$ cat config.mk
export PLATFORM = sky130hd
export DESIGN_NAME = control_sequencer
export DESIGN_NICKNAME = d
export VERILOG_FILES = /design/src/rtl/control_sequencer.sv
export SDC_FILE = /design/constraint.sdc
export NUM_CORES = 1
export LEC_CHECK = 0
export CAP_MARGIN = 20
export CORE_MARGIN = 2
export CORE_UTILIZATION = 35
export CTS_CLUSTER_DIAMETER = 100
export DETAILED_ROUTE_END_ITERATION = 8
export GPL_TIMING_DRIVEN = 1
export PLACE_DENSITY = 0.84
export SLEW_MARGIN = 20
export SYNTH_ARGS = -nofsm -noshare
export SYNTH_HDL_FRONTEND = slang
export SYNTH_SLANG_ARGS = --single-unit
$ cat constraint.sdc
create_clock -name clk -period 2.1 [get_ports clk]
set_input_delay 0.42 -clock clk [delete_from_list [all_inputs] [get_ports clk]]
set_output_delay 0.42 -clock clk [all_outputs]
set_load 0.005 [all_outputs]
$ cat src/rtl/control_sequencer.sv
`default_nettype none
// ============================================================================
// Module      : control_sequencer
// Description : T-state sequencer and microcode decoder for the 8-bit CPU,
//               producing the 16-bit control word and owning the halt state.
// Revision    : 1.0 - initial release
// ============================================================================
module control_sequencer #(
    parameter int STEP_W = 3
) (
    input  logic              clk,
    input  logic              clr,
    input  logic              run,
    input  logic [3:0]        opcode,
    input  logic              carry_flag,
    input  logic              zero_flag,
    output logic [15:0]       ctrl,
    output logic [STEP_W-1:0] step,
    output logic              halted
);

    localparam logic [STEP_W-1:0] c_T0 = STEP_W'(0);
    localparam logic [STEP_W-1:0] c_T1 = STEP_W'(1);
    localparam logic [STEP_W-1:0] c_T2 = STEP_W'(2);
    localparam logic [STEP_W-1:0] c_T3 = STEP_W'(3);
    localparam logic [STEP_W-1:0] c_T4 = STEP_W'(4);

    localparam logic [3:0] c_OP_LDA = 4'b0001;
    localparam logic [3:0] c_OP_ADD = 4'b0010;
    localparam logic [3:0] c_OP_SUB = 4'b0011;
    localparam logic [3:0] c_OP_STA = 4'b0100;
    localparam logic [3:0] c_OP_LDI = 4'b0101;
    localparam logic [3:0] c_OP_JMP = 4'b0110;
    localparam logic [3:0] c_OP_JC  = 4'b0111;
    localparam logic [3:0] c_OP_JZ  = 4'b1000;
    localparam logic [3:0] c_OP_OUT = 4'b1110;
    localparam logic [3:0] c_OP_HLT = 4'b1111;

    localparam logic [15:0] c_HLT = 16'h8000;
    localparam logic [15:0] c_MI  = 16'h4000;
    localparam logic [15:0] c_RI  = 16'h2000;
    localparam logic [15:0] c_RO  = 16'h1000;
    localparam logic [15:0] c_IO  = 16'h0800;
    localparam logic [15:0] c_II  = 16'h0400;
    localparam logic [15:0] c_AI  = 16'h0200;
    localparam logic [15:0] c_AO  = 16'h0100;
    localparam logic [15:0] c_EO  = 16'h0080;
    localparam logic [15:0] c_SU  = 16'h0040;
    localparam logic [15:0] c_BI  = 16'h0020;
    localparam logic [15:0] c_OI  = 16'h0010;
    localparam logic [15:0] c_CE  = 16'h0008;
    localparam logic [15:0] c_CO  = 16'h0004;
    localparam logic [15:0] c_J   = 16'h0002;
    localparam logic [15:0] c_FI  = 16'h0001;

    logic [STEP_W-1:0] r_step;
    logic              r_halted;
    logic [STEP_W-1:0] w_step_nxt;
    logic              w_halted_nxt;
    logic [STEP_W-1:0] w_last_step;
    logic [15:0]       w_ctrl;

    always_ff @(posedge clk) begin
        if (clr) begin
            r_step   <= c_T0;
            r_halted <= 1'b0;
        end else begin
            r_step   <= w_step_nxt;
            r_halted <= w_halted_nxt;
        end
    end

    // NOP and undefined opcodes end at T2 because the IR is only valid from T2.
    always_comb begin
        w_last_step = c_T2;
        case (opcode)
            c_OP_LDA, c_OP_STA: w_last_step = c_T3;
            c_OP_ADD, c_OP_SUB: w_last_step = c_T4;
            default:            w_last_step = c_T2;
        endcase
    end

    always_comb begin
        w_step_nxt   = r_step;
        w_halted_nxt = r_halted;
        if (!r_halted && run) begin
            if (r_step > c_T4) begin
                w_step_nxt = c_T0;
            end else if (r_step == c_T0 || r_step == c_T1) begin
                w_step_nxt = r_step + STEP_W'(1);
            end else if (opcode == c_OP_HLT) begin
                w_halted_nxt = 1'b1;
                w_step_nxt   = c_T0;
            end else if (r_step >= w_last_step) begin
                w_step_nxt = c_T0;
            end else begin
                w_step_nxt = r_step + STEP_W'(1);
            end
        end
    end

    always_comb begin
        w_ctrl = 16'h0000;
        if (clr || (!r_halted && !run)) begin
            w_ctrl = 16'h0000;
        end else if (r_halted) begin
            w_ctrl = c_HLT;
        end else begin
            case (r_step)
                c_T0: w_ctrl = c_CO | c_MI;
                c_T1: w_ctrl = c_RO | c_II | c_CE;
                c_T2: begin
                    case (opcode)
                        c_OP_LDA, c_OP_ADD, c_OP_SUB, c_OP_STA: w_ctrl = c_IO | c_MI;
                        c_OP_LDI: w_ctrl = c_IO | c_AI;
                        c_OP_JMP: w_ctrl = c_IO | c_J;
                        c_OP_JC:  w_ctrl = carry_flag ? (c_IO | c_J) : 16'h0000;
                        c_OP_JZ:  w_ctrl = zero_flag  ? (c_IO | c_J) : 16'h0000;
                        c_OP_OUT: w_ctrl = c_AO | c_OI;
                        c_OP_HLT: w_ctrl = c_HLT;
                        default:  w_ctrl = 16'h0000;
                    endcase
                end
                c_T3: begin
                    case (opcode)
                        c_OP_LDA:           w_ctrl = c_RO | c_AI;
                        c_OP_ADD, c_OP_SUB: w_ctrl = c_RO | c_BI;
                        c_OP_STA:           w_ctrl = c_AO | c_RI;
                        default:            w_ctrl = 16'h0000;
                    endcase
                end
                c_T4: begin
                    case (opcode)
                        c_OP_ADD: w_ctrl = c_EO | c_AI | c_FI;
                        c_OP_SUB: w_ctrl = c_EO | c_AI | c_SU | c_FI;
                        default:  w_ctrl = 16'h0000;
                    endcase
                end
                default: w_ctrl = 16'h0000;
            endcase
        end
    end

    assign ctrl   = w_ctrl;
    assign step   = r_step;
    assign halted = r_halted;

endmodule
`default_nettype wire

=== After elaboration in Yosys (flattened, before gate mapping) ===
Cells that the tools add are included.

* Flip-flop bits (word level): 4
* Input bits: 9
* Output and inout bits: 20

* $add $sub $neg: 1
* $lt $le $gt $ge: 2
* Equal/unequal tests: 14
* Muxes and demuxes: 13
* Bitwise operators: 2
* Reductions and logical operators: 11

{| class="wikitable"
|+ Operators by type and width
! operator !! count
|-
| $pmux 16 s7 || 1
|-
| $pmux 16 s5 || 1
|-
| $pmux 14 s3 || 1
|-
| $mux 16 || 2
|-
| $mux 12 || 2
|-
| $pmux 10 s2 || 1
|-
| $eq 4x3->1 const B || 4
|-
| $eq 4x4->1 const B || 3
|-
| $mux 3 || 4
|-
| $eq 4x2->1 const B || 2
|-
| $eq 3x2->1 const B || 2
|-
| $pmux 3 s2 || 1
|-
| $eq 4x1->1 const B || 1
|-
| $reduce_and 4->1 || 1
|-
| $reduce_or 2->1 || 2
|-
| $reduce_or 4->1 || 1
|-
| $add 3x1->3 const B || 1
|-
| $eq 3x1->1 const B || 1
|-
| $eq 3x3->1 const B || 1
|-
| $ge 3x3->1 || 1
|-
| $gt 3x3->1 const B || 1
|-
| $logic_not 3->1 || 1
|-
| $logic_and 1x1->1 || 2
|-
| $logic_not 1->1 || 2
|-
| 2 further kinds || 4
|}

=== Longest topological paths before layout ===
* Word-level depth: 8
* Mapped depth: 8

=== Worst setup path after synthesis ===
Ideal clock, no wire load.

* Kind: register -> output
* Start: reg r_step[0] (netlist: step[0])
* End: out ctrl[8]
* Data arrival time: 1770 ps
* Required time: 1680 ps
* Path slack: -90 ps
* Cell stages (with the launch flop): 7
* Path through: dfxtp_1 inv_1 ha_1 or4_1 nand4_1 nor2_1 or2_2

* Word-level cells in the longest chain between the ends: 4
* Elaborated cells between the ends (all ways): 8
* Classes of those cells: eq/ne: 4; mux: 3; reduce/logical: 1

{| class="wikitable"
|+ Ends and longest elaborated chain
! item !! RTL line !! RTL
|-
| from (decl) || 56 || <nowiki>logic [STEP_W-1:0] r_step;</nowiki>
|-
| from (signal assigned) || 65 || <nowiki>r_step <= c_T0;</nowiki>
|-
| from (signal assigned) || 68 || <nowiki>r_step <= w_step_nxt;</nowiki>
|-
| $eq 3x3->1 (tied with other cells) || 109 || <nowiki>case (r_step)</nowiki>
|-
| $pmux 16 s5 * || 109 ||
|-
| $mux 16 * || 106 || <nowiki>end else if (r_halted) begin</nowiki>
|-
| $mux 16 * || 104 || <nowiki>if (clr || (!r_halted && !run)) begin</nowiki>
|-
| to (decl) || 17 || <nowiki>output logic [15:0] ctrl,</nowiki>
|}

Every way passes the cells marked *; elsewhere a longest branch is shown, timed or not.

=== Worst setup path after layout ===
* Start: reg r_step[1] (netlist: step[1])
* End: out ctrl[8]

The elaborated chain is that of the path after synthesis.

==> run metrics <==
status finished, violations left; violated checks negative setup slack; fin area 1290 um^2; core area 1540 um^2; worst vdd ir 0.754 mV; synth warn 0; Die Y 45.1 um; max-cap check violation count 0; number of synthesized flops with an enable pin 0; RSZ-0062 raised after global routing true; Switching Fraction 36.7%; clock buffer depth 2; H-tree levels 1; Hold Crit Class flop to flop; final hold slack 0.536 ns; post-synthesis cell area 591 um^2; largest family of logic cells by synthesized area simple AND/OR/NAND/NOR gates; Arr. time, crit path 1.91 ns; clock latency on the worst-skew pair 0.24 ns; gr ovfl total 0; Synth cell types 34; CP startpoint kind flop; nets@finish 170; fmax 430 MHz; vias per cell 5.46; Placement Rows 14; Setup-failing EPs final 6; GP Congestion 0.884; final core utilization 83.8%; HPWL Detailed 1600 um; worst setup path endpoint ctrl[8]; vias in the first global route 804; vias post-DR 912; Clk pwr share 13.6%; Die Area 2030 um^2; root buf cell clkbuf_4; Post-Synth XOR/XNOR Area 1.48%; Remaining DRCs 0; WS Path Type flop to output pin; DP Area 1110 um^2; initial antenna violation count 0; static leakage 0.675 nW; mux cell area share after synthesis 1.91%; Synth Area in Adders 16.9%; n_diodes 0; Synth Area in Compound Gates 17.2%; Synth top area share 16.9%; Req. time, crit path 1.68 ns; first drt pass iteration count 4; layout cell share with drive strength beyond 1 58.3%; Reg2Reg Capture Point step[2]$_SDFFE_PP0P_; pin count of the biggest net entering global routing 9; Die Width 45.1 um; TNS Setup -0.750 ns; Reg2Reg Setup Slack 0.14 ns; simple-gate area share of the yosys netlist 42.6%; top area cells in the synthesized netlist ha_1, dfxtp_1, nor2_1, nand2_1, o31ai_1; worst-path maximum fanout 6; input/output buffers 28; worst-margin pin slew 0.277 ns; commonest cells after routing, fill and taps aside buf_4, nand2_1, nor2_1, clkdlybuf4s50_1, clkbuf_2; Max transition margin 81.5%; leading area contributor after synthesis ha_1; Final Hold Vio Count 0; Pint 446 uW; gr usage total 23.1%; global-route wire length before repair 3430 um; sequential area share after synthesis 13.6%; post-route ant nets 0; Syn Nets 97; Flop pwr share 18.0%; Crit. Startpoint step[1]$_SDFFE_PP0P_; TritonCTS buffer count 3; clock skew 0.00711 ns; Sink Count 4; commonest non-fill, non-tap cell in the layout buf_4; Worst setup EP type output pin; Final min period 2.33 ns; #FFs+latches synth 4; Sw Pwr 258 uW; final wirelength 2550 um; Main synth FF type dfxtp_1; clock-pin slew on the worst setup and hold paths 0.03 ns; WL/cell 15.3 um; Avg Inst Size Synth 7.38 um^2; Post-CTS Hold Fix Bufs 0; initial DRC count 46; ys async rst share 0%; worst reg2reg path startpoint step[0]$_SDFFE_PP0P_; IO Pins 29; P&R area growth vs syn 119%; Worst Setup Slack, final -0.226 ns; Tcrit/Tclk final 111%; CTS tree built; pre-CTS setup slack -0.742 ns; PwrDens 546 nW/um^2; Mapped Cells 80; Gate power share 68.5%; fin. max-slew vios 0; reg2reg path depth 8; initial cell density of the core 38.3%
## routing by layer
metal | share of wire (%) | GRT usage (%) | up-vias | wire (um)
met5 | 0 | 0 | - | 0
met4 | 1.6 | 5.88 | 0 | 42
met3 | 8.9 | 8.40 | 6 | 227
met2 | 49 | 39.4 | 48 | 1260
met1 | 40 | 27.1 | 424 | 1020
li1 | - | - | 434 | -
## power groups by stage
stage,registers [mW],logic [mW],clock network (mW)
2_1_floorplan,0.119,0.178,0
3_3_place_gp,0.114,0.389,0
3_5_place_dp,0.115,0.403,0
4_1_cts,0.128,0.436,0.0976
5_1_grt,0.130,0.522,0.102
6_report,0.126,0.482,0.0955
## synth_stat cells, types with 2 or more instances
cell,instances
nor4b_1,2
a31oi_1,2
nand2b_1,3
nor2_1,10
and2_1,2
nor2b_1,3
nand2_1,9
buf_4,2
dfxtp_1,4
o21bai_1,2
o21ai_0,2
or3_1,2
a21oi_1,3
o31ai_1,3
inv_1,5
ha_1,8
## kinds of logic (layout without fill, tap and decap cells)
kind of cell             count (synthesis)  after routing
AO/OA/AOI/OAI                           15             15
adder cells (fa/ha/maj)                  8              8
flip-flops                               4              4
buffers and inverters                    8             79
AND/OR/NAND/NOR                         43             43
XOR/XNOR                                 1              1
multiplexers                             1              1
## worst min-delay path by stage
stage	start	to	cells past startpoint
final	step[1]$_SDFFE_PP0P_	step[1]$_SDFFE_PP0P_	2
after floorplan	step[0]$_SDFFE_PP0P_	step[0]$_SDFFE_PP0P_	1
after global routing	step[1]$_SDFFE_PP0P_	step[1]$_SDFFE_PP0P_	2
after detailed placement	step[1]$_SDFFE_PP0P_	step[1]$_SDFFE_PP0P_	2
after global placement	step[1]$_SDFFE_PP0P_	step[1]$_SDFFE_PP0P_	2
after CTS	step[1]$_SDFFE_PP0P_	step[1]$_SDFFE_PP0P_	2
## flip-flops by register name, summed over array words and instances (netlist names)
| register | cells |
|---|---|
| step | 3 |
| halted | 1 |
## per-stage QoR
stage | std cells | power, mW
finish | 167 | 0.704
global route | 167 | 0.754
CTS | 161 | 0.661
detailed placement | 152 | 0.518
global placement | 152 | 0.503
floorplan | 80 | 0.297
## repair_timing
action	4_1_cts	5_1_grt
buffers inserted	7	6
hold endpoints to repair	0	0
pin swaps	14	8
endpoints found under the setup margin	19	16
gates resized for setup	65	29
## area by class of cell
cell class,count,area [um^2]
Sequential cell,4,91.3
Tap cell,16,20.0
Multi-Input combinational cell,68,582
Fill cell,81,250
Inverter,5,21.3
Timing Repair Buffer,71,554
Clock buffer,3,22.5
## worst max-delay path, stage by stage, from the launching register on
cell     delay [ns]
dfxtp_4        0.37
inv_4          0.05
ha_4           0.15
or4_4          0.55
nand4_1        0.16
nor2_2         0.06
or2_4          0.22
buf_6          0.11
Note: power is estimated with default switching activity, not from simulation.
==> edit 1, RTL diff (config.mk and constraints unchanged) <==
Register the input `zero_flag` before use, without a reset. The logic sees it one clock later. The other inputs are not delayed to match.
--- a/src/rtl/control_sequencer.sv
+++ b/src/rtl/control_sequencer.sv
@@ -52,6 +52,12 @@
     localparam logic [15:0] c_CO  = 16'h0004;
     localparam logic [15:0] c_J   = 16'h0002;
     localparam logic [15:0] c_FI  = 16'h0001;
+
+    logic zero_flag_q;
+
+    always_ff @(posedge clk) begin
+        zero_flag_q <= zero_flag;
+    end
 
     logic [STEP_W-1:0] r_step;
     logic              r_halted;
@@ -115,7 +121,7 @@
                         c_OP_LDI: w_ctrl = c_IO | c_AI;
                         c_OP_JMP: w_ctrl = c_IO | c_J;
                         c_OP_JC:  w_ctrl = carry_flag ? (c_IO | c_J) : 16'h0000;
-                        c_OP_JZ:  w_ctrl = zero_flag  ? (c_IO | c_J) : 16'h0000;
+                        c_OP_JZ:  w_ctrl = zero_flag_q ? (c_IO | c_J) : 16'h0000;
                         c_OP_OUT: w_ctrl = c_AO | c_OI;
                         c_OP_HLT: w_ctrl = c_HLT;
                         default:  w_ctrl = 16'h0000;
Check against the original RTL: not equivalent (a bounded check fails within 4 cycles, from zero or initial values).
==> edit 1 against the unedited design <==
The flow still finishes with violations (negative setup slack). Area after synthesis increased by 24%. Wire length increased by 38%. Sequential cell count increased by 1. Setup slack got worse by 0.0090 ns. Clock power increased by 30%. Maximum frequency decreased by 0.39%. Cell area increased by 14%. Power increased by 38%. Critical path depth increased by 2. Sequential power increased by 21%. Critical path type unchanged. Largest cell class unchanged. Highest routed layer unchanged.
==> edit 1: results (changes against the unedited design) <==
outcome:
  status: "complete, but fails checks"
  violations: "negative setup slack"
timing:
  fin_worst_skew_ns: 0.00166  # -0.00545 ns
  finalWorstSetupSlack_ns: -0.235  # -0.00902 ns
  setup_tns_ns: -0.566  # +0.184 ns
  hold_ws_ns: 0.515  # -0.0215 ns
  tightestPinTransition_ns: 0.431  # +0.154 ns
  setup_viol: 6  # unchanged
global_routing:
  grt_pass1_vias: 1095  # +36%
  use_met2: 0.511  # +0.117
  grt_util_met1: 0.294  # +0.0231
  grt_first_pass_wirelength_um: 5200  # +52%
pwr:
  pwr-share-comb: 0.716  # +0.031
  pg_seq_mw: 0.153  # +21%
  switching_power_mw: 0.390  # +51%
  ir_drop_uv: 572  # -24%
worst_setup_path:
  slowest_delay_ns: 0.38  # -0.17 ns
  path_max_fanout: 5  # -1
  reg2reg_from: "step[1]"
  rr_endpoint: "step[0]"
  slowest_stage: "dfxtp_4"
route:
  met1_length_um: 1390  # +37%
  wl_per_cell_um: 18.5  # +21%
  vias: 1051  # +15%
  met3_length_um: 174  # -23%
worst_hold_path:
  holdCritStartpoint: "clr"
  whs_endpoint: "halted"
  hp-class: "primary input to flop"
place:
  dp_hpwl_um: 2100  # +31%
final_layout:
  largest_reg_flops: 3  # unchanged
  nets: 182  # +7.1%
  area_delta_synth_final_pct: 102
  drive_gt1_frac: 0.579  # -0.00351
logic_synthesis:
  synth_common_cells: "nor2_1 (12), ha_1 (8), a21oi_1 (6), nand2_1 (6)"
  synthesis.nets: 112  # +15%
  synth_compound_area_frac: 0.190  # +0.0188
  synth_fa_ha_area_frac: 0.137  # -0.0323
  synth_area_leaders: "dfxtp_1 (14%), ha_1 (14%), nor2_1 (6.2%), buf_4 (5.1%), a21oi_1 (4.1%)"
  ys_seq_area_frac: 0.137  # +0.00163
  synth_xor_area_frac: 0.0120  # -0.00282
clocking:
  clk_latency_ns: 0.26  # +0.02 ns
  clk_pin_slew_ns: 0.05  # +0.02 ns
==> edit 1: cell count changes after synthesis, sizes merged, moves of 2 or more <==
cell   delta
and2      +2
buf       +6
nand2     -2
nor4b     -2
a21oi     +3
o31ai     -3
nor2      +2
nor3      +7
o22ai     +2
==> edit 1: final cells by class <==
class,instances,share of cell area
multi-input combinational,77,0.484
clock buffer,4,0.0178
tap,27,0.0229
inverter,5,0.0178
sequential,5,0.0746
timing repair buffer,73,0.383
==> edit 1: worst max-delay path, delay by kind of cell (launching register included) <==
kind                     cells  cell delay (ns)
buffers and inverters        4             0.50
AND/OR/NAND/NOR              2             0.27
flip-flops                   1             0.38
adder cells (fa/ha/maj)      1             0.15
AO/OA/AOI/OAI                2             0.35
==> edit 1: what timing repair did <==
item	4_1_cts	5_1_grt
resized for setup	84	26
endpoints found under the setup margin	19	12
pin swaps	11	9
buffers inserted	9	4
==> edit 2, RTL diff (config.mk and constraints unchanged) <==
Without the edit above. The parameter `STEP_W` goes from 3 to 2.
--- a/src/rtl/control_sequencer.sv
+++ b/src/rtl/control_sequencer.sv
@@ -6,7 +6,7 @@
 // Revision    : 1.0 - initial release
 // ============================================================================
 module control_sequencer #(
-    parameter int STEP_W = 3
+    parameter int STEP_W = 2
 ) (
     input  logic              clk,
     input  logic              clr,
Ports: changed (resized step); port bits go from 29 to 28. The function was not compared with the original's and may differ.
==> edit 2 against the unedited design <==
Wire length fell by 11%. Sequential share of layout area fell by 1.6 points. Highest routed layer unchanged. Sequential cell count fell by 1. Utilization fell by 10 points. Count of clock-buffer cells in the layout rose by 1. The flow still finishes with violations (negative setup slack). Setup slack improved by 0.17 ns. Area after synthesis rose by 0.21%. Cell area fell by 12%.
Power is not compared: it rests on default switching activity, and its combinational part moved more than twofold at a synthesized area within 25%.
==> edit 2: results (changes against the unedited design) <==
outcome:
  status: "complete, but fails checks"
  violations: "negative setup slack"
timing:
  fin_worst_skew_ns: 0.00949  # +0.00238 ns
  finalWorstSetupSlack_ns: -0.0611  # +0.165 ns
  setup_viol: 3  # -3
  setup_tns_ns: -0.146  # +0.604 ns
clocking:
  post_cts_resized: 46  # -29%
  post_cts.repair.setup_buffers: 11  # +4
  clk_latency_ns: 0.26  # +0.02 ns
  cts_buffer_depth: 2  # unchanged
  cts_buffers: 3  # unchanged
  cts_root_buffer: "clkbuf_4"
  cts_max_level: 1  # unchanged
  clk_pin_slew_ns: 0.05  # +0.02 ns
worst_setup_path:
  endpoint: "ctrl[1]"
  rr_endpoint: "step[1]"
  crit_start: "step[1]"
  arrival_ns: 1.74  # -0.17 ns
  reg2reg_from: "step[0]"
  path_max_fanout: 3  # -3
  ff2ff_setup_slack_ns: 0.66  # +0.52 ns
  worstRegToRegCells: 7  # -1
logic_synthesis:
  yosys_warnings: 0  # unchanged
  ys_seq_area_frac: 0.101  # -0.0341
  syn_area_per_cell_um2: 8.11  # +9.8%
  synth_common_cells: "ha_1 (6), inv_1 (6), nor2_1 (6)"
  yosysUniqueCellTypes: 38  # +12%
  synthArstFlopShare: 0  # unchanged
  yosys_most_used_dff: "dfxtp_1"
  synth_area_leaders: "ha_1 (13%), dfxtp_1 (10%), buf_4 (6.3%), mux2i_1 (5.1%), a221oi_2 (5.1%)"
place:
  gp_congestion: 0.814  # -7.9%
  dp_hpwl_um: 1260  # -21%
  port_buffers: 24  # -14%
  postPlaceCellArea_um2: 962  # -14%
  preCtsSetupSlack_ns: -0.446  # +0.297 ns
  place_inst: 126  # -17%
route:
  vias: 754  # -17%
  wl_per_cell_um: 15.9  # +4.2%
  via_per_inst: 5.31  # -2.8%
  drtIter0Drc: 15  # -67%
  first_pass_iters: 4  # unchanged
final_layout:
  fillers: 114  # +41%
  largest_reg_flops: 2  # -1
  drive_gt1_frac: 0.492  # -0.0907
  antennaDiodeCount: 0  # unchanged
global_routing:
  grt_pass1_vias: 728  # -9.5%
  antenna_found_initial: 0  # unchanged
  grt_max_degree: 9  # unchanged
  grt_use_total: 0.237  # +0.00680
  grt_first_pass_wirelength_um: 3420  # -0.41%
pwr:
  ir_drop_uv: 546
  cellLeakagePower_nw: 0.551
  p_sw_frac: 0.367
worst_hold_path:
  hp-class: "flop to flop"
-- edit 2: per-layer routing --
layer | global-route usage | vias up | part of all wire
met5 | 0 | - | 0
met4 | 0.118 | 0 | 0.022
met3 | 0.0400 | 4 | 0.041
met2 | 0.411 | 23 | 0.52
met1 | 0.278 | 364 | 0.42
li1 | - | 363 | -
-- edit 2: critical path, cell delays in order, from the launching register on --
cell and delay (ns):
dfxtp_2 0.33, inv_2 0.05, ha_4 0.17, nor4b_4 0.35, nand2_2 0.14, buf_4 0.15
a221oi_2 0.15, buf_2 0.14
-- edit 2: kinds of logic after synthesis --
group | share of synthesized area
DFF | 0.101
xor gates and xnor gates | 0.0296
buffers and inverters | 0.127
other | 0.00634
muxes | 0.0507
adders and majority gates | 0.127
and+or+nand+nor | 0.389
AOI/OAI and AO/OA | 0.169
-- edit 2: worst min path at each step --
stage	start	end	slack (ns)	cells after the start
after detailed placement	step[0]	step[0]	0.63	3
final	step[0]	step[0]	0.66	3
after floorplan	clr	halted	0.49	1
after CTS	halted	halted	0.66	2
after global placement	step[0]	step[0]	0.61	3
after global routing	halted	halted	0.69	2
-- edit 2: power by group through the flow --
stage | clock [mW] | combinational, mW | sequential (mW)
global route | 0.119 | 0.195 | 0.0637
finish | 0.115 | 0.182 | 0.0633
CTS | 0.115 | 0.164 | 0.0628
global placement | 0 | 0.144 | 0.0628
detailed placement | 0 | 0.147 | 0.0629
floorplan | 0 | 0.0717 | 0.0664
-- edit 2: area by class of cell --
type / count / area [µm²] / share of cell area
timing repair buffer: 55 / 449 / 0.396
sequential: 3 / 62.6 / 0.0551
tap: 16 / 20.0 / 0.0176
inverter: 6 / 22.5 / 0.0198
clock buffer: 4 / 26.3 / 0.0232
multi-input combinational: 58 / 554 / 0.488
